--- src/rtl/acc_seq_pkg.sv ---
// Shared definitions for the accumulator program sequencer: instruction field layout,
// sequencer opcodes, ALU opcodes, FSM encoding and the decoded-control record.
package acc_seq_pkg;

  localparam int unsigned OpLsb      = 8;
  localparam int unsigned OpWidth    = 4;
  localparam int unsigned AluOpWidth = 3;

  typedef enum logic [OpWidth-1:0] {
    OpNop  = 4'h0, OpLd   = 4'h1, OpAdd  = 4'h2, OpSub  = 4'h3,
    OpAnd  = 4'h4, OpOr   = 4'h5, OpXor  = 4'h6, OpNot  = 4'h7,
    OpSt   = 4'h8, OpJmp  = 4'h9, OpJc   = 4'hA, OpJz   = 4'hB,
    OpIllC = 4'hC, OpIllD = 4'hD, OpIllE = 4'hE, OpHlt  = 4'hF
  } instr_op_e;

  typedef enum logic [AluOpWidth-1:0] {
    AluHold = 3'd0, AluLd  = 3'd1, AluAdd = 3'd2, AluSub = 3'd3,
    AluAnd  = 3'd4, AluOr  = 3'd5, AluXor = 3'd6, AluNot = 3'd7
  } alu_op_e;

  typedef enum logic [2:0] {
    StIdle    = 3'd0,
    StFetch   = 3'd1,
    StDecode  = 3'd2,
    StExecute = 3'd3,
    StHalt    = 3'd4
  } state_e;

  typedef enum logic [1:0] {
    CondAlways = 2'd0,
    CondCarry  = 2'd1,
    CondZero   = 2'd2
  } jump_cond_e;

  typedef struct packed {
    alu_op_e    alu_opcode;
    logic       alu_ce;
    logic       cy_ce;
    logic       reg_we;
    logic       is_jump;
    jump_cond_e jump_cond;
    logic       is_halt;
    logic       is_illegal;
  } dec_t;

  // All-zero record: hold code, no strobes.
  localparam dec_t DecIdle = '0;

endpackage

--- src/rtl/acc_seq_decode.sv ---
// Combinational instruction decoder: maps the opcode field of an instruction word to
// the control record consumed by the sequencer during EXECUTE.
module acc_seq_decode
  import acc_seq_pkg::*;
(
  input  logic [OpWidth-1:0] opcode,
  output dec_t               dec
);

  always_comb begin
    dec = DecIdle;
    case (instr_op_e'(opcode))
      OpLd:  begin dec.alu_opcode = AluLd;  dec.alu_ce = 1'b1; end
      OpAdd: begin dec.alu_opcode = AluAdd; dec.alu_ce = 1'b1; dec.cy_ce = 1'b1; end
      OpSub: begin dec.alu_opcode = AluSub; dec.alu_ce = 1'b1; dec.cy_ce = 1'b1; end
      OpAnd: begin dec.alu_opcode = AluAnd; dec.alu_ce = 1'b1; end
      OpOr:  begin dec.alu_opcode = AluOr;  dec.alu_ce = 1'b1; end
      OpXor: begin dec.alu_opcode = AluXor; dec.alu_ce = 1'b1; end
      OpNot: begin dec.alu_opcode = AluNot; dec.alu_ce = 1'b1; end
      OpSt:  dec.reg_we = 1'b1;
      OpJmp: begin dec.is_jump = 1'b1; dec.jump_cond = CondAlways; end
      OpJc:  begin dec.is_jump = 1'b1; dec.jump_cond = CondCarry;  end
      OpJz:  begin dec.is_jump = 1'b1; dec.jump_cond = CondZero;   end
      OpHlt: dec.is_halt = 1'b1;
      OpIllC, OpIllD, OpIllE: dec.is_illegal = 1'b1;
      default: ;
    endcase
  end

endmodule

--- src/rtl/acc_sequencer.sv ---
// Program sequencer for the 8-bit accumulator ALU: fixed FETCH/DECODE/EXECUTE cadence,
// registered ALU/register-file controls, jumps, halt and sticky illegal-opcode flag.
module acc_sequencer
  import acc_seq_pkg::*;
#(
  parameter int unsigned PC_WIDTH      = 8,
  parameter int unsigned REG_SEL_WIDTH = 4,
  parameter int unsigned INSTR_WIDTH   = 12
) (
  input  logic                     clk,
  input  logic                     rst,
  input  logic                     start,
  output logic [PC_WIDTH-1:0]      rom_addr,
  input  logic [INSTR_WIDTH-1:0]   rom_data,
  output logic [AluOpWidth-1:0]    alu_opcode,
  output logic                     alu_ce,
  output logic                     cy_ce,
  output logic [REG_SEL_WIDTH-1:0] reg_sel,
  output logic                     reg_we,
  output logic [7:0]               reg_wdata,
  input  logic [7:0]               acc,
  input  logic                     cy,
  output logic                     busy,
  output logic                     halted,
  output logic                     illegal
);

  localparam int unsigned OperandWidth = INSTR_WIDTH - OpWidth;

  state_e                  state_q;
  logic [PC_WIDTH-1:0]     pc_q;
  logic [OperandWidth-1:0] operand_q;
  logic                    illegal_q;
  dec_t                    dec;
  dec_t                    dec_q;
  logic                    jump_taken;

  // Decode the word as it is latched into the instruction register so that every
  // EXECUTE-cycle control comes straight from a flop.
  acc_seq_decode u_decode (
    .opcode (rom_data[OpLsb +: OpWidth]),
    .dec    (dec)
  );

  // Conditions sample acc/cy live, i.e. the result of the previous instruction.
  always_comb begin
    jump_taken = 1'b0;
    if (dec_q.is_jump) begin
      case (dec_q.jump_cond)
        CondAlways: jump_taken = 1'b1;
        CondCarry:  jump_taken = cy;
        CondZero:   jump_taken = (acc == 8'h00);
        default:    jump_taken = 1'b0;
      endcase
    end
  end

  always_ff @(posedge clk) begin
    if (rst) begin
      state_q   <= StIdle;
      pc_q      <= '0;
      operand_q <= '0;
      illegal_q <= 1'b0;
      dec_q     <= DecIdle;
    end else begin
      case (state_q)
        StIdle, StHalt: begin
          if (start) begin
            pc_q    <= '0;
            state_q <= StFetch;
          end
        end
        StFetch: state_q <= StDecode;
        StDecode: begin
          operand_q <= rom_data[OperandWidth-1:0];
          dec_q     <= dec;
          state_q   <= StExecute;
        end
        StExecute: begin
          dec_q     <= DecIdle;
          illegal_q <= illegal_q | dec_q.is_illegal;
          if (dec_q.is_halt) begin
            state_q <= StHalt;
          end else begin
            pc_q    <= jump_taken ? operand_q[PC_WIDTH-1:0] : pc_q + PC_WIDTH'(1);
            state_q <= StFetch;
          end
        end
        default: state_q <= StIdle;
      endcase
    end
  end

  assign rom_addr   = pc_q;
  assign alu_opcode = dec_q.alu_opcode;
  assign alu_ce     = dec_q.alu_ce;
  assign cy_ce      = dec_q.cy_ce;
  assign reg_sel    = operand_q[REG_SEL_WIDTH-1:0];
  // Masked by rst so a reset during EXECUTE of ST never reaches the register file.
  assign reg_we     = dec_q.reg_we & ~rst;
  assign reg_wdata  = acc;
  assign busy       = (state_q == StFetch) || (state_q == StDecode) || (state_q == StExecute);
  assign halted     = (state_q == StHalt);
  assign illegal    = illegal_q;

endmodule

--- config.mk ---
export PLATFORM = sky130hd
export DESIGN_NAME = acc_sequencer
export DESIGN_NICKNAME = d
export VERILOG_FILES = /design/src/rtl/acc_seq_pkg.sv /design/src/rtl/acc_seq_decode.sv /design/src/rtl/acc_sequencer.sv
export SDC_FILE = /design/constraint.sdc
export NUM_CORES = 1
export LEC_CHECK = 0
export ABC_AREA = 1
export BUFFER_PORTS_ARGS = -buffer_cell sky130_fd_sc_hd__buf_2
export CORE_MARGIN = 2
export CORE_UTILIZATION = 50
export CTS_CLUSTER_SIZE = 24
export DETAILED_ROUTE_END_ITERATION = 10
export GPL_ROUTABILITY_DRIVEN = 0
export PLACE_DENSITY = 0.77
export SYNTH_ARGS = -nofsm -noshare
export SYNTH_HDL_FRONTEND = slang
export SYNTH_SLANG_ARGS = --single-unit
export TNS_END_PERCENT = 20
--- constraint.sdc ---
create_clock -name clk -period 1.4 [get_ports clk]
set_input_delay 0.28 -clock clk [delete_from_list [all_inputs] [get_ports clk]]
set_output_delay 0.28 -clock clk [all_outputs]
set_load 0.01 [all_outputs]
Word level (Yosys, flattened, before mapping)
Index checks and enable logic that the tools add are counted.
- bits in registers: 31
- input port bits: 24
- add/subtract/negate cells: 1
- equality and inequality tests: 23
- multiplexer cells: 16
- bitwise logic cells: 3
- reductions and logical operators: 11
- operator list (operator ; number):
    4-bit equality test (second input constant) ; 8
    4-bit one-hot mux with 7 select lines ; 1
    8-bit 2-to-1 mux ; 3
    11-bit one-hot mux with 2 select lines ; 1
    4-bit by 3-bit equality test with 1-bit output (second input constant) ; 4
    8-bit one-hot mux with 2 select lines ; 1
    3-bit one-hot mux with 4 select lines ; 1
    3-bit one-hot mux with 3 select lines ; 1
    8-bit by 1-bit adder with 8-bit output (second input constant) ; 1
    4-bit by 2-bit equality test with 1-bit output (second input constant) ; 2
    8-bit zero test ; 1
    3-bit by 2-bit equality test with 1-bit output (second input constant) ; 2
    3-bit 2-to-1 mux ; 2
    1-bit 2-to-1 mux ; 5
    4-bit by 1-bit equality test with 1-bit output (second input constant) ; 1
    2-bit != test (second input constant) ; 2
    2-bit nonzero test ; 2
    2-bit OR reduction ; 2
    3-bit by 1-bit equality test with 1-bit output (second input constant) ; 1
    3-bit equality test (second input constant) ; 1
    3-bit zero test ; 1
    1-bit one-hot mux with 3 select lines ; 1
    3-bit AND reduction ; 1
    3-bit OR reduction ; 1
    7 further kinds ; 8

Depth between registers and ports, before layout
Gate-level depths: netlist (run 1).
- word-level depth: 6
- mapped depth: 9
- gate-level depth less buffers: 9

Hierarchy
From an unflattened synthesis (run 1), not the netlist that was laid out.
- cells, all modules: 237
- area, all modules: 1662.8 um^2
- modules (own cells, without submodules) (module ; instances ; cells each ; area each (um^2) ; seq. area each (um^2)):
    acc_sequencer ; 1 ; 215 ; 1565.3 ; 620.6
    acc_seq_decode ; 1 ; 22 ; 97.6 ; 0.0

Worst setup path before layout (run 1)
OpenSTA, ideal clock, no wires.
- kind: reg2reg
- start point: register pc_q[0], in the netlist rom_addr[0]
- end point: register pc_q[6], in the netlist rom_addr[6]
- library setup time: 0.070 ns
- arrival time: 1.196 ns
- slack: 0.133 ns
- stages on the path, launching flop included: 10
- clock period less this slack: 1.267 ns
- path through: dfxtp_1 ha_1 nand2_1 inv_1 nand2_1 o21bai_1 nand2_1 nand2_1 nand3_1 a21oi_1
- word-level cells in the longest chain between the ends: 4
- ends and longest elaborated chain (element ; RTL line ; text):
    from (decl) ; acc_sequencer.sv:31 ; logic [PC_WIDTH-1:0] pc_q;
    from (signal assigned) ; acc_sequencer.sv:85 ; pc_q <= jump_taken ? operand_q[PC_WIDTH-1:0] : pc_q + PC_WIDTH'(1);
    8-bit by 1-bit adder with 8-bit output ; acc_sequencer.sv:85 ;
    8-bit 2-to-1 mux ; acc_sequencer.sv:85 ;
    8-bit 2-to-1 mux ; acc_sequencer.sv:82 ; if (dec_q.is_halt) begin
    8-bit one-hot mux with 2 select lines ; acc_sequencer.sv:66 ; case (state_q)
Every way passes these cells. The select of a mux whose other input is x is not followed.
A chain may end at the register's enable or synchronous reset.

Final worst setup path (run 1)
- start point: register state_q[1]
- end point: output halted
- word-level cells in the longest chain between the ends: 1
- ends and longest elaborated chain (element ; RTL line ; text):
    from (decl) ; acc_sequencer.sv:30 ; state_e state_q;
    from (signal assigned) ; acc_sequencer.sv:60 ; state_q <= StIdle;
    from (signal assigned) ; acc_sequencer.sv:70 ; state_q <= StFetch;
    from (signal assigned) ; acc_sequencer.sv:73 ; StFetch: state_q <= StDecode;
    3-bit equality test ; acc_sequencer.sv:103 ; assign halted = (state_q == StHalt);
    to (decl) ; acc_sequencer.sv:24 ; output logic halted,
Every way passes these cells.

==> report_table.html, run 1 <==
<table>
<tr><th>Metric</th><th>Value</th></tr>
<tr><th colspan="2">Drt</th></tr>
<tr><td>Vias after detailed routing</td><td>1535</td></tr>
<tr><td>Number of search-and-repair iterations in the first detailed-routing pass</td><td>4</td></tr>
<tr><td>Remaining antenna violation count after routing</td><td>0</td></tr>
<tr><td>Count of unresolved DRC violations after routing</td><td>0</td></tr>
<tr><td>Final routed wire length divided by cell count</td><td>10.5 um</td></tr>
<tr><td>Vias per cell</td><td>between 4 and 5</td></tr>
<tr><td>WL final</td><td>between 3000 and 4000 um</td></tr>
<tr><td>Detailed router's first-iteration violation count</td><td>between 50 and 60</td></tr>
<tr><th colspan="2">Layout</th></tr>
<tr><td>Post-layout net count</td><td>295</td></tr>
<tr><td>Diodes inserted</td><td>0</td></tr>
<tr><td>Post-synthesis to final-layout area growth</td><td>16.3%</td></tr>
<tr><td>Commonest non-fill, non-tap cell in the layout</td><td>sky130_fd_sc_hd__buf_2</td></tr>
<tr><td>Most frequent cells in the layout</td><td>sky130_fd_sc_hd__buf_2 (52), sky130_fd_sc_hd__nand2_1 (48), sky130_fd_sc_hd__dfxtp_1 (29)</td></tr>
<tr><td>Area used by multi-input combinational logic</td><td>781 sq um</td></tr>
<tr><td>Area used by sequential logic in the layout</td><td>623 sq um</td></tr>
<tr><td>Fill cell total of the finished layout</td><td>306</td></tr>
<tr><td>Proportion of layout cells with a drive suffix above 1</td><td>between 30 and 40%</td></tr>
<tr><th colspan="2">Die</th></tr>
<tr><td>Core outline area</td><td>about 3100 sq um</td></tr>
<tr><td>Chip Height</td><td>61.8 um</td></tr>
<tr><td>I/O pin count</td><td>53</td></tr>
<tr><td>Initial core utilization</td><td>53.4%</td></tr>
<tr><td>X dimension of the die</td><td>61.8 um</td></tr>
<tr><td>Row count</td><td>20</td></tr>
<tr><td>Area of the die</td><td>3820 sq um</td></tr>
<tr><th colspan="2">Synthesis</th></tr>
<tr><td>Primary FF master, synth</td><td>sky130_fd_sc_hd__dfxtp_1</td></tr>
<tr><td>Synthesis-stage register bit count</td><td>31</td></tr>
<tr><td>Total number of yosys warnings</td><td>0</td></tr>
<tr><td>Count of flip-flops with a built-in enable after synthesis</td><td>0</td></tr>
<tr><td>Net count of the mapped netlist</td><td>251</td></tr>
<tr><td>Sequential fraction of the synthesis area</td><td>roughly 37%</td></tr>
<tr><td>Post-Syn Area per Cell</td><td>between 7 and 8 sq um</td></tr>
<tr><td>Gate Count Post-Synth</td><td>about 230</td></tr>
<tr><td>Asr flop ratio synth</td><td>0%</td></tr>
<tr><td>Number of distinct standard cells referenced by the synthesized netlist</td><td>31</td></tr>
<tr><td>Post-Syn Area</td><td>1670 sq um</td></tr>
<tr><th colspan="2">Place</th></tr>
<tr><td>Pre-CTS setup slack</td><td>0.0664 ns</td></tr>
<tr><td>Total half-perimeter wirelength after legalization and detailed placement</td><td>2520 um</td></tr>
<tr><td>Count of buffers from port buffering</td><td>between 50 and 60</td></tr>
<tr><th colspan="2">Power and ir drop</th></tr>
<tr><td>Total leakage power</td><td>0.891 nW</td></tr>
<tr><td>Maximum vdd drop</td><td>0.580 mV</td></tr>
<tr><td>Pwr/cell area</td><td>1070 nW/um^2</td></tr>
<tr><th colspan="2">Global routing</th></tr>
<tr><td>Aggregate global routing overflow</td><td>0</td></tr>
<tr><td>Global-route total usage across every layer</td><td>18.8%</td></tr>
<tr><td>Antenna violations before repair</td><td>0</td></tr>
<tr><td>Global-route wire length before repair</td><td>5240 um</td></tr>
<tr><td>Pin count of the biggest net entering global routing</td><td>17</td></tr>
<tr><td>Number of global-route vias before repair</td><td>1289</td></tr>
<tr><th colspan="2">Clocking</th></tr>
<tr><td>Count of H-tree levels built during CTS</td><td>2</td></tr>
<tr><td>Number of clock buffers inserted by TritonCTS</td><td>5</td></tr>
<tr><td>Sinks on Clock Net</td><td>31</td></tr>
<tr><td>Clk Latency, worst-skew pair</td><td>0.34 ns</td></tr>
<tr><td>Worst-case clock buffer depth</td><td>2</td></tr>
<tr><td>Clock tree root buffer cell</td><td>sky130_fd_sc_hd__clkbuf_4</td></tr>
<tr><td>TritonCTS clock tree</td><td>built</td></tr>
<tr><td>Clock transition at the registers of the reported paths</td><td>0.09 ns</td></tr>
<tr><th colspan="2">Setup path</th></tr>
<tr><td>Required @ worst endpoint</td><td>1.12 ns</td></tr>
<tr><td>Arrival time at the worst endpoint</td><td>~1.1 ns</td></tr>
<tr><td>Launching element type of the critical path</td><td>register</td></tr>
<tr><td>Critical Path End Type</td><td>output port</td></tr>
<tr><td>Setup Crit Path Kind</td><td>register to output port</td></tr>
<tr><td>Maximum fanout count along the critical path</td><td>4</td></tr>
<tr><th colspan="2">Timing</th></tr>
<tr><td>Relative max-transition margin</td><td>79.2%</td></tr>
<tr><td>Final Critical Period</td><td>1.34 ns</td></tr>
<tr><td>Pins Over Slew Limit</td><td>0</td></tr>
<tr><td>Final-report hold violation count</td><td>0</td></tr>
<tr><td>Final Setup Violations</td><td>0</td></tr>
<tr><td>Unrepaired setup endpoints after global routing</td><td>yes</td></tr>
<tr><td>Final worst hold slack</td><td>between 0.2 and 0.25 ns</td></tr>
<tr><td>Fin worst setup slack</td><td>just over 0.06 ns</td></tr>
<tr><td>Clock tree skew after final layout</td><td>0.0174 ns</td></tr>
<tr><td>Portion of the clock cycle consumed by the worst path in the final layout</td><td>95.6%</td></tr>
<tr><td>Slew at the pin with the worst max-slew slack</td><td>0.312 ns</td></tr>
<tr><td>Upper clock frequency limit</td><td>748 MHz</td></tr>
<tr><th colspan="2">Worst hold path</th></tr>
<tr><td>Hold/Removal Path Class</td><td>input port to register</td></tr>
<tr><th colspan="2">Status</th></tr>
<tr><td>Result of the run</td><td>finished clean</td></tr>
<tr><th colspan="2">Flow run</th></tr>
<tr><td>Number of violations of the max-capacitance limit</td><td>0</td></tr>
</table>
==> worst max-delay path: stages (launching register included) <==
cell                      delay, ns
sky130_fd_sc_hd__dfxtp_2       0.36
sky130_fd_sc_hd__nor2_4        0.13
sky130_fd_sc_hd__inv_2         0.05
sky130_fd_sc_hd__nor2_1        0.07
sky130_fd_sc_hd__buf_2         0.13
==> layer usage <==
metal / up-vias / global-route usage [%] / routed length (um)
met5: - / 0 / 0
met4: 0 / 7.29 / 51
met3: 6 / 7.25 / 179
met2: 37 / 31.9 / 1560
met1: 688 / 21.4 / 1510
li1: 804 / - / -
==> per-stage QoR <==
stage               cells  setup TNS [ns]  utilization [%]  area (sq um)  total power, mW
finish                314               0             62.1          1940             2.09
global route          314        -0.00108             62.1          1940             2.19
CTS                   314               0             62.0          1940             2.10
detailed placement    306               0             59.5          1860             1.43
global placement      306               0             59.5          1860             1.42
floorplan             226               0                -          1670             1.35
==> flip-flops by register name (all words and copies together), names as in the netlist <==
name and count:
rom_addr 8, alu_ce 1, operand_q 8, alu_opcode 3, dec_q 6, cy_ce 1, illegal 1, state_q 3
==> worst paths after layout <==
kind	from	endpoint	slack [ns]	cells after the start
worst max-delay path	state_q[1]$_SDFFE_PP0P_	halted	0.06	4
worst min-delay path	start	state_q[2]$_SDFFE_PP0P_	0.21	4
worst max register to register	rom_addr[0]$_SDFFE_PP0P_	rom_addr[6]$_SDFFE_PP0P_	0.13	9
worst min register to register	illegal$_SDFFE_PP0N_	illegal$_SDFFE_PP0N_	0.45	2
==> power by group <==
group	internal [mW]	switching [mW]	total, mW
Clock	0.368	0.296	0.664
Sequential	0.944	0.0402	0.984
Combinational	0.167	0.272	0.439
Total	1.48	0.608	2.09
==> layout make-up <==
class                      count  area share [%]
multi-input combinational    145            40.2
sequential                    31            32.1
timing repair buffer          57            15.3
inverter                      30            5.92
tap                           44            2.83
clock buffer                   6            2.12
clock inverter                 1            1.55
==> synthesized netlist by cell type, types with 2 or more instances <==
cell / n / area, sq um
sky130_fd_sc_hd__nand3_1: 22 / 110
sky130_fd_sc_hd__dfxtp_1: 31 / 621
sky130_fd_sc_hd__o21bai_1: 2 / 15.0
sky130_fd_sc_hd__nand2_2: 2 / 12.5
sky130_fd_sc_hd__buf_4: 16 / 120
sky130_fd_sc_hd__nor2_1: 11 / 41.3
sky130_fd_sc_hd__inv_1: 26 / 97.6
sky130_fd_sc_hd__xnor2_1: 2 / 17.5
sky130_fd_sc_hd__nor2_2: 2 / 12.5
sky130_fd_sc_hd__clkbuf_1: 2 / 7.51
sky130_fd_sc_hd__o21ai_4: 2 / 32.5
sky130_fd_sc_hd__nand2_1: 48 / 180
sky130_fd_sc_hd__nor2_8: 2 / 40.0
sky130_fd_sc_hd__nand4_1: 4 / 25.0
sky130_fd_sc_hd__a21oi_1: 28 / 140
sky130_fd_sc_hd__inv_2: 3 / 11.3
sky130_fd_sc_hd__o21ai_0: 9 / 45.0
==> logic make-up after synthesis <==
family	after synthesis	share of synthesized area, %
compound gates	44	16.1
xor+xnor	3	1.57
fa+ha+maj	1	0.749
buf+inv	50	16.1
flops	31	37.2
simple gates	97	28.3
==> what timing repair did <==
item / CTS / global route
buffers inserted: 1 / 0
gates cloned: 0 / 0
hold buffers: 0 / 0
setup endpoints to repair: 2 / 2
pin swaps: 1 / 0
resized for setup: 0 / 2
(Power assumes the default switching activity.)
==> run 2, diff against run 1 <==
SYNTH_HIERARCHICAL = 1   (was unset)
==> report_table.html, run 2 <==
<table>
<tr><th>Metric</th><th>Value</th></tr>
<tr><th colspan="2">Timing</th></tr>
<tr><td>Unrepaired setup endpoints after global routing</td><td>yes (unchanged)</td></tr>
<tr><td>Clock tree skew after final layout</td><td>0.00641 ns (was 0.0174 ns)</td></tr>
<tr><td>Final-report hold violation count</td><td>0 (unchanged)</td></tr>
<tr><td>Portion of the clock cycle consumed by the worst path in the final layout</td><td>95.4% (was 95.6%)</td></tr>
<tr><td>Final Setup Violations</td><td>0 (unchanged)</td></tr>
<tr><td>Slew at the pin with the worst max-slew slack</td><td>0.375 ns (was 0.312 ns)</td></tr>
<tr><td>Final Critical Period</td><td>1.34 ns (about the same)</td></tr>
<tr><td>Pins Over Slew Limit</td><td>0 (unchanged)</td></tr>
<tr><td>Upper clock frequency limit</td><td>749 MHz (was 748 MHz)</td></tr>
<tr><td>Relative max-transition margin</td><td>74.9% (was 79.2%)</td></tr>
<tr><th colspan="2">Synthesis</th></tr>
<tr><td>Sequential fraction of the synthesis area</td><td>37.3% (was 37.2%)</td></tr>
<tr><td>Gate Count Post-Synth</td><td>237 (was 226)</td></tr>
<tr><td>Synthesis-stage register bit count</td><td>31 (unchanged)</td></tr>
<tr><td>Count of flip-flops with a built-in enable after synthesis</td><td>0 (unchanged)</td></tr>
<tr><td>Number of distinct standard cells referenced by the synthesized netlist</td><td>30 (was 31)</td></tr>
<tr><td>Primary FF master, synth</td><td>sky130_fd_sc_hd__dfxtp_1 (unchanged)</td></tr>
<tr><td>Share of Yosys cell area claimed by the top area cell type</td><td>37.3% (was 37.2%)</td></tr>
<tr><td>Top post-synthesis cells by area</td><td>sky130_fd_sc_hd__dfxtp_1 (37%), sky130_fd_sc_hd__nand2_1 (9.7%), sky130_fd_sc_hd__inv_1 (8.4%) (was sky130_fd_sc_hd__dfxtp_1 (37%), sky130_fd_sc_hd__nand2_1 (11%), sky130_fd_sc_hd__a21oi_1 (8.4%))</td></tr>
<tr><td>Post-Syn Area</td><td>1660 sq um (was 1670 sq um)</td></tr>
<tr><td>Asr flop ratio synth</td><td>0% (unchanged)</td></tr>
<tr><td>Cell with the most instances after synthesis</td><td>sky130_fd_sc_hd__nand2_1 (unchanged)</td></tr>
<tr><td>Most common library cells after synthesis</td><td>sky130_fd_sc_hd__nand2_1 (43), sky130_fd_sc_hd__inv_1 (37), sky130_fd_sc_hd__dfxtp_1 (31) (was sky130_fd_sc_hd__nand2_1 (48), sky130_fd_sc_hd__dfxtp_1 (31), sky130_fd_sc_hd__a21oi_1 (28))</td></tr>
<tr><td>Synth area leader</td><td>sky130_fd_sc_hd__dfxtp_1 (unchanged)</td></tr>
<tr><td>Post-Syn Area per Cell</td><td>7.02 sq um (was 7.39 sq um)</td></tr>
<tr><td>Net count of the mapped netlist</td><td>262 (was 251)</td></tr>
<tr><td>Total number of yosys warnings</td><td>6 (was 0)</td></tr>
<tr><th colspan="2">Die</th></tr>
<tr><td>Row count</td><td>20 (unchanged)</td></tr>
<tr><td>Initial core utilization</td><td>53.6% (was 53.4%)</td></tr>
<tr><td>Core outline area</td><td>3100 sq um (was 3130 sq um)</td></tr>
<tr><td>Area of the die</td><td>3800 sq um (was 3820 sq um)</td></tr>
<tr><td>X dimension of the die</td><td>61.7 um (was 61.8 um)</td></tr>
<tr><td>Chip Height</td><td>61.7 um (was 61.8 um)</td></tr>
<tr><td>I/O pin count</td><td>53 (unchanged)</td></tr>
<tr><th colspan="2">Power and ir drop</th></tr>
<tr><td>Pwr/cell area</td><td>961 nW/um^2 (was 1070 nW/um^2)</td></tr>
<tr><td>Maximum vdd drop</td><td>0.529 mV (was 0.580 mV)</td></tr>
<tr><td>Tot Pwr</td><td>1.90 mW (was 2.09 mW)</td></tr>
<tr><td>Total leakage power</td><td>0.886 nW (was 0.891 nW)</td></tr>
<tr><th colspan="2">Drt</th></tr>
<tr><td>WL final</td><td>3400 um (was 3300 um)</td></tr>
<tr><td>Vias after detailed routing</td><td>1569 (was 1535)</td></tr>
<tr><td>Vias per cell</td><td>4.75 (was 4.89)</td></tr>
<tr><td>Count of unresolved DRC violations after routing</td><td>0 (unchanged)</td></tr>
<tr><td>Final routed wire length divided by cell count</td><td>10.3 um (was 10.5 um)</td></tr>
<tr><td>Number of search-and-repair iterations in the first detailed-routing pass</td><td>4 (unchanged)</td></tr>
<tr><td>Detailed router's first-iteration violation count</td><td>54 (was 55)</td></tr>
<tr><td>Remaining antenna violation count after routing</td><td>0 (unchanged)</td></tr>
<tr><th colspan="2">Global routing</th></tr>
<tr><td>Antenna violations before repair</td><td>0 (unchanged)</td></tr>
<tr><td>Global-route total usage across every layer</td><td>19.7% (was 18.8%)</td></tr>
<tr><td>Pin count of the biggest net entering global routing</td><td>19 (was 17)</td></tr>
<tr><td>Aggregate global routing overflow</td><td>0 (unchanged)</td></tr>
<tr><td>Global-route wire length before repair</td><td>5460 um (was 5240 um)</td></tr>
<tr><td>Number of global-route vias before repair</td><td>1327 (was 1289)</td></tr>
<tr><th colspan="2">Setup path</th></tr>
<tr><td>Largest delay contributor family on the critical path</td><td>flip-flops (unchanged)</td></tr>
<tr><td>Cell with the largest stage delay on the worst path</td><td>sky130_fd_sc_hd__dfxtp_2 (unchanged)</td></tr>
<tr><td>Number of buffer and inverter instances along the worst setup path</td><td>2 (unchanged)</td></tr>
<tr><td>Launching element type of the critical path</td><td>register (unchanged)</td></tr>
<tr><td>Arrival time at the worst endpoint</td><td>1.06 ns (about the same)</td></tr>
<tr><td>Critical Path End Type</td><td>output port (unchanged)</td></tr>
<tr><td>Maximum fanout count along the critical path</td><td>3 (was 4)</td></tr>
<tr><td>Internal reg-to-reg setup slack</td><td>0.12 ns (was 0.13 ns)</td></tr>
<tr><td>Largest incremental delay on the critical path</td><td>0.36 ns (about the same)</td></tr>
<tr><td>Required @ worst endpoint</td><td>1.12 ns (about the same)</td></tr>
<tr><td>Setup Crit Path Kind</td><td>register to output port (unchanged)</td></tr>
<tr><td>CP cell instances</td><td>nor2_4 -&gt; inv_2 -&gt; nor2_1 -&gt; buf_2 (unchanged)</td></tr>
<tr><th colspan="2">Clocking</th></tr>
<tr><td>TritonCTS clock tree</td><td>built (unchanged)</td></tr>
<tr><td>Count of H-tree levels built during CTS</td><td>2 (unchanged)</td></tr>
<tr><td>Number of clock buffers inserted by TritonCTS</td><td>5 (unchanged)</td></tr>
<tr><td>Clk Latency, worst-skew pair</td><td>0.32 ns (was 0.34 ns)</td></tr>
<tr><td>Worst-case clock buffer depth</td><td>2 (unchanged)</td></tr>
<tr><td>Clock transition at the registers of the reported paths</td><td>0.09 ns (about the same)</td></tr>
<tr><td>Clock tree root buffer cell</td><td>sky130_fd_sc_hd__clkbuf_4 (unchanged)</td></tr>
<tr><td>CTS Hold Buffers Added</td><td>0 (unchanged)</td></tr>
<tr><td>Sinks on Clock Net</td><td>31 (unchanged)</td></tr>
<tr><th colspan="2">Layout</th></tr>
<tr><td>Post-synthesis to final-layout area growth</td><td>19.0% (was 16.3%)</td></tr>
<tr><td>Area used by multi-input combinational logic</td><td>764 sq um (was 781 sq um)</td></tr>
<tr><td>Final core occ</td><td>63.8% (was 62.1%)</td></tr>
<tr><td>Post-layout net count</td><td>310 (was 295)</td></tr>
<tr><td>Proportion of layout cells with a drive suffix above 1</td><td>31.1% (was 30.4%)</td></tr>
<tr><td>Area used by sequential logic in the layout</td><td>624 sq um (was 623 sq um)</td></tr>
<tr><td>Most frequent cells in the layout</td><td>sky130_fd_sc_hd__buf_2 (52), sky130_fd_sc_hd__nand2_1 (43), sky130_fd_sc_hd__inv_1 (37) (was sky130_fd_sc_hd__buf_2 (52), sky130_fd_sc_hd__nand2_1 (48), sky130_fd_sc_hd__dfxtp_1 (29))</td></tr>
<tr><td>Diodes inserted</td><td>0 (unchanged)</td></tr>
<tr><td>Post-layout instance area</td><td>1980 sq um (was 1940 sq um)</td></tr>
<tr><td>Finished Layout Cells</td><td>330 (was 314)</td></tr>
<tr><td>Commonest non-fill, non-tap cell in the layout</td><td>sky130_fd_sc_hd__buf_2 (unchanged)</td></tr>
<tr><td>Fill cell total of the finished layout</td><td>325 (was 306)</td></tr>
<tr><th colspan="2">Place</th></tr>
<tr><td>Total half-perimeter wirelength after legalization and detailed placement</td><td>2630 um (was 2520 um)</td></tr>
<tr><td>Count of buffers from port buffering</td><td>52 (unchanged)</td></tr>
<tr><td>Placed instance count</td><td>321 (was 306)</td></tr>
<tr><td>Cell area reported after detailed placement</td><td>1910 sq um (was 1860 sq um)</td></tr>
<tr><th colspan="2">Worst hold path</th></tr>
<tr><td>Hold/Removal Path Class</td><td>input port to register (unchanged)</td></tr>
<tr><th colspan="2">Flow run</th></tr>
<tr><td>Number of violations of the max-capacitance limit</td><td>0 (unchanged)</td></tr>
<tr><th colspan="2">Status</th></tr>
<tr><td>Result of the run</td><td>finished clean (unchanged)</td></tr>
</table>
[run 2: changes by cell type after synthesis, moves of 3 or more]
cell,change
sky130_fd_sc_hd__nor3_1,+3
sky130_fd_sc_hd__nand4_1,-3
sky130_fd_sc_hd__nor2_1,+8
sky130_fd_sc_hd__buf_2,+4
sky130_fd_sc_hd__inv_1,+11
sky130_fd_sc_hd__nand2_1,-5
sky130_fd_sc_hd__a21oi_1,-9
sky130_fd_sc_hd__o22ai_1,+8
sky130_fd_sc_hd__o32ai_1,+3
[run 2: stage by stage]
step / hold slack [ns] / TNS [ns] / worst slack, ns
6_report: 0.215 / 0 / 0.0645
5_1_grt: 0.212 / -0.0154 / -0.0149
4_1_cts: 0.205 / 0 / 0.0194
3_5_place_dp: 0.438 / 0 / 0.0303
3_3_place_gp: 0.439 / 0 / 0.0595
2_1_floorplan: 0.430 / 0 / 0.159
[run 2: cell families after synthesis]
| family | share of synthesized area, % |
|---|---|
| adder cells (fa/ha/maj) | 0.752 |
| buffers and inverters | 17.5 |
| flip-flops | 37.3 |
| AO/OA/AOI/OAI | 17.2 |
| AND/OR/NAND/NOR | 25.7 |
| XOR/XNOR | 1.58 |
[run 2: routing by layer]
metal,track usage [%],wire length [um],up-vias,part of all wire [%]
li1,-,-,843,-
met1,22.5,1540,694,45
met2,33.8,1690,30,50
met3,6.30,145,2,4.3
met4,8.21,31,0,0.91
met5,0,0,-,0
[run 2: power by group]
group	leakage [nW]	internal [mW]	switching, mW
Sequential	0.252	0.943	0.0354
Combinational	0.604	0.176	0.258
Clock	0.0293	0.195	0.293
[run 2: path summary, 6_finish.rpt]
check / from / end / cells past startpoint
worst max-delay path: state_q[1]$_SDFFE_PP0P_ / halted / 4
worst min-delay path: rom_data[4] / operand_q[4]$_SDFFE_PP0P_ / 3
worst max register to register: dec_q[3]$_SDFFE_PP0P_ / rom_addr[6]$_SDFFE_PP0P_ / 7
worst min register to register: illegal$_SDFFE_PP0P_ / illegal$_SDFFE_PP0P_ / 2
[run 2: cell type report]
type	count	share of cell area, %
sequential	31	31.5
inverter	40	7.59
clock inverter	1	0.253
timing repair buffer	62	16.9
clock buffer	7	2.28
multi-input combinational	145	38.6
tap	44	2.78
[run 2: worst register-to-register path, delay by kind of cell (launching register included)]
kind            cells  cell delay (ns)
compound gates      2             0.40
simple gates        4             0.40
flops               1             0.34
buf+inv             1             0.07
[run 2: what timing repair did]
action,CTS,global route
endpoints found under the setup margin,1,13
resized for setup,0,7
setup buffers,1,0
pin swaps,1,0
endpoints found under the hold margin,0,0
==> run 3, diff against run 2 <==
CORE_UTILIZATION = 27   (was 50)
PLACE_DENSITY = 0.46   (was 0.77)
==> report_table.html, run 3 (synthesis gave the netlist of run 2 again) <==
<table>
<tr><th>Metric</th><th>Value</th></tr>
<tr><th colspan="2">Status</th></tr>
<tr><td>Result of the run</td><td>finished clean (unchanged)</td></tr>
<tr><th colspan="2">Setup path</th></tr>
<tr><td>Launching element type of the critical path</td><td>register (unchanged)</td></tr>
<tr><td>Setup Crit Path Kind</td><td>register to output port (unchanged)</td></tr>
<tr><td>Maximum fanout count along the critical path</td><td>4 (was 3)</td></tr>
<tr><td>Largest incremental delay on the critical path</td><td>0.34 ns (was 0.36 ns)</td></tr>
<tr><td>CP cell instances</td><td>nor2_4 -&gt; inv_2 -&gt; nor2_1 -&gt; buf_2 (unchanged)</td></tr>
<tr><td>Cell with the largest stage delay on the worst path</td><td>sky130_fd_sc_hd__dfxtp_2 (unchanged)</td></tr>
<tr><td>Beginning of the worst register-to-register path</td><td>state_q[1]$_SDFFE_PP0P_ (was dec_q[3]$_SDFFE_PP0P_)</td></tr>
<tr><td>Largest delay contributor family on the critical path</td><td>flip-flops (unchanged)</td></tr>
<tr><td>Start point of the critical path</td><td>state_q[1]$_SDFFE_PP0P_ (unchanged)</td></tr>
<tr><td>Number of buffer and inverter instances along the worst setup path</td><td>2 (unchanged)</td></tr>
<tr><td>Arrival time at the worst endpoint</td><td>1.05 ns (was 1.06 ns)</td></tr>
<tr><td>Required @ worst endpoint</td><td>1.12 ns (about the same)</td></tr>
<tr><td>Critical Path End Type</td><td>output port (unchanged)</td></tr>
<tr><th colspan="2">Drt</th></tr>
<tr><td>Remaining antenna violation count after routing</td><td>0 (unchanged)</td></tr>
<tr><td>Count of unresolved DRC violations after routing</td><td>0 (unchanged)</td></tr>
<tr><td>Final routed wire length divided by cell count</td><td>11.0 um (was 10.3 um)</td></tr>
<tr><td>Detailed router's first-iteration violation count</td><td>31 (was 54)</td></tr>
<tr><td>Number of search-and-repair iterations in the first detailed-routing pass</td><td>4 (unchanged)</td></tr>
<tr><td>Vias per cell</td><td>4.47 (was 4.75)</td></tr>
<tr><td>WL final</td><td>3980 um (was 3400 um)</td></tr>
<tr><td>Vias after detailed routing</td><td>1618 (was 1569)</td></tr>
<tr><th colspan="2">Timing</th></tr>
<tr><td>Setup TNS after final layout</td><td>0 ns (unchanged)</td></tr>
<tr><td>Clock tree skew after final layout</td><td>0.00364 ns (was 0.00641 ns)</td></tr>
<tr><td>Relative max-transition margin</td><td>72.9% (was 74.9%)</td></tr>
<tr><td>Unrepaired setup endpoints after global routing</td><td>yes (unchanged)</td></tr>
<tr><td>Upper clock frequency limit</td><td>750 MHz (was 749 MHz)</td></tr>
<tr><td>Slew at the pin with the worst max-slew slack</td><td>0.407 ns (was 0.375 ns)</td></tr>
<tr><td>Final worst hold slack</td><td>0.276 ns (was 0.215 ns)</td></tr>
<tr><td>Fin worst setup slack</td><td>0.0665 ns (was 0.0645 ns)</td></tr>
<tr><td>Final Critical Period</td><td>1.33 ns (was 1.34 ns)</td></tr>
<tr><td>Final-report hold violation count</td><td>0 (unchanged)</td></tr>
<tr><td>Pins Over Slew Limit</td><td>0 (unchanged)</td></tr>
<tr><td>Final Setup Violations</td><td>0 (unchanged)</td></tr>
<tr><td>Portion of the clock cycle consumed by the worst path in the final layout</td><td>95.3% (was 95.4%)</td></tr>
<tr><th colspan="2">Layout</th></tr>
<tr><td>Fill cell total of the finished layout</td><td>675 (was 325)</td></tr>
<tr><td>Final core occ</td><td>35.5% (was 63.8%)</td></tr>
<tr><td>Diodes inserted</td><td>0 (unchanged)</td></tr>
<tr><td>Commonest non-fill, non-tap cell in the layout</td><td>sky130_fd_sc_hd__buf_2 (unchanged)</td></tr>
<tr><td>Post-layout net count</td><td>311 (was 310)</td></tr>
<tr><td>Post-layout instance area</td><td>2100 sq um (was 1980 sq um)</td></tr>
<tr><td>Area used by sequential logic in the layout</td><td>624 sq um (unchanged)</td></tr>
<tr><td>Most frequent cells in the layout</td><td>sky130_fd_sc_hd__buf_2 (52), sky130_fd_sc_hd__nand2_1 (43), sky130_fd_sc_hd__inv_1 (37) (unchanged)</td></tr>
<tr><td>Finished Layout Cells</td><td>362 (was 330)</td></tr>
<tr><td>Area used by multi-input combinational logic</td><td>776 sq um (was 764 sq um)</td></tr>
<tr><td>Post-synthesis to final-layout area growth</td><td>26.5% (was 19.0%)</td></tr>
<tr><td>Proportion of layout cells with a drive suffix above 1</td><td>32.1% (was 31.1%)</td></tr>
<tr><th colspan="2">Flow run</th></tr>
<tr><td>Number of violations of the max-capacitance limit</td><td>0 (unchanged)</td></tr>
<tr><th colspan="2">Die</th></tr>
<tr><td>Core outline area</td><td>5920 sq um (was 3100 sq um)</td></tr>
<tr><td>Initial core utilization</td><td>28.1% (was 53.6%)</td></tr>
<tr><td>X dimension of the die</td><td>82.5 um (was 61.7 um)</td></tr>
<tr><td>Row count</td><td>28 (was 20)</td></tr>
<tr><td>Area of the die</td><td>6800 sq um (was 3800 sq um)</td></tr>
<tr><td>Chip Height</td><td>82.5 um (was 61.7 um)</td></tr>
<tr><td>I/O pin count</td><td>53 (unchanged)</td></tr>
<tr><th colspan="2">Place</th></tr>
<tr><td>Cell area reported after detailed placement</td><td>1970 sq um (was 1910 sq um)</td></tr>
<tr><td>Count of buffers from port buffering</td><td>52 (unchanged)</td></tr>
<tr><td>Pre-CTS setup slack</td><td>0.0884 ns (was 0.0303 ns)</td></tr>
<tr><td>Placed instance count</td><td>354 (was 321)</td></tr>
<tr><td>Total half-perimeter wirelength after legalization and detailed placement</td><td>3030 um (was 2630 um)</td></tr>
<tr><th colspan="2">Clocking</th></tr>
<tr><td>Clock transition at the registers of the reported paths</td><td>0.07 ns (was 0.09 ns)</td></tr>
<tr><td>CTS Hold Buffers Added</td><td>0 (unchanged)</td></tr>
<tr><td>Post_cts resized</td><td>0 (unchanged)</td></tr>
<tr><td>TritonCTS clock tree</td><td>built (unchanged)</td></tr>
<tr><td>Number of clock buffers inserted by TritonCTS</td><td>5 (unchanged)</td></tr>
<tr><td>Count of H-tree levels built during CTS</td><td>2 (unchanged)</td></tr>
<tr><td>Sinks on Clock Net</td><td>31 (unchanged)</td></tr>
<tr><td>Post-CTS setup-driven buffer insertion count</td><td>0 (was 1)</td></tr>
<tr><td>Clk Latency, worst-skew pair</td><td>0.28 ns (was 0.32 ns)</td></tr>
<tr><td>Clock tree root buffer cell</td><td>sky130_fd_sc_hd__clkbuf_8 (was sky130_fd_sc_hd__clkbuf_4)</td></tr>
<tr><td>Worst-case clock buffer depth</td><td>2 (unchanged)</td></tr>
<tr><th colspan="2">Worst hold path</th></tr>
<tr><td>Hold/Removal Path Class</td><td>input port to register (unchanged)</td></tr>
<tr><td>Start point of the worst min-delay path</td><td>rom_data[4] (unchanged)</td></tr>
<tr><th colspan="2">Global routing</th></tr>
<tr><td>Antenna violations before repair</td><td>0 (unchanged)</td></tr>
<tr><td>Aggregate global routing overflow</td><td>0 (unchanged)</td></tr>
<tr><td>Global-route total usage across every layer</td><td>12.4% (was 19.7%)</td></tr>
<tr><td>Number of global-route vias before repair</td><td>1467 (was 1327)</td></tr>
<tr><td>Pin count of the biggest net entering global routing</td><td>19 (unchanged)</td></tr>
<tr><td>Global-route wire length before repair</td><td>6440 um (was 5460 um)</td></tr>
<tr><th colspan="2">Power and ir drop</th></tr>
<tr><td>Maximum vdd drop</td><td>0.470 mV (was 0.529 mV)</td></tr>
<tr><td>Total leakage power</td><td>0.918 nW (was 0.886 nW)</td></tr>
<tr><td>Tot Pwr</td><td>2.23 mW (was 1.90 mW)</td></tr>
<tr><td>Pwr/cell area</td><td>1060 nW/um^2 (was 961 nW/um^2)</td></tr>
</table>
run 3: report_power, final:
group	switching [mW]	internal, mW	leakage [nW]	total (mW)
Sequential	0.0363	0.944	0.252	0.980
Combinational	0.276	0.186	0.615	0.462
Clock	0.339	0.447	0.0505	0.786
run 3: metal layers:
metal / routed length (um) / GRT usage, %
met5: 0 / 0
met4: 27 / 3.50
met3: 167 / 2.93
met2: 1890 / 20.9
met1: 1900 / 15.8
run 3: tightest hold or removal path, delay by kind of cell:
kind	cells	cell delay (ns)
buffers and inverters	1	0.08
AO/OA/AOI/OAI	2	0.16
run 3: area by class of cell:
class / instances / area share [%]
multi-input cells: 145 / 36.9
clock inverters: 1 / 0.357
inverters: 40 / 7.14
flip-flops and latches: 31 / 29.7
well taps: 75 / 4.46
clock buffers: 7 / 4.58
repair buffers: 63 / 16.9
run 3: worst paths after layout:
| path | cells after the start | slack, ns | to |
|---|---|---|---|
| worst min-delay path | 3 | 0.28 | operand_q[4]$_SDFFE_PP0P_ |
| worst min register to register | 2 | 0.46 | illegal$_SDFFE_PP0P_ |
| worst max register to register | 6 | 0.14 | rom_addr[1]$_SDFFE_PP0P_ |
| worst max-delay path | 4 | 0.07 | halted |
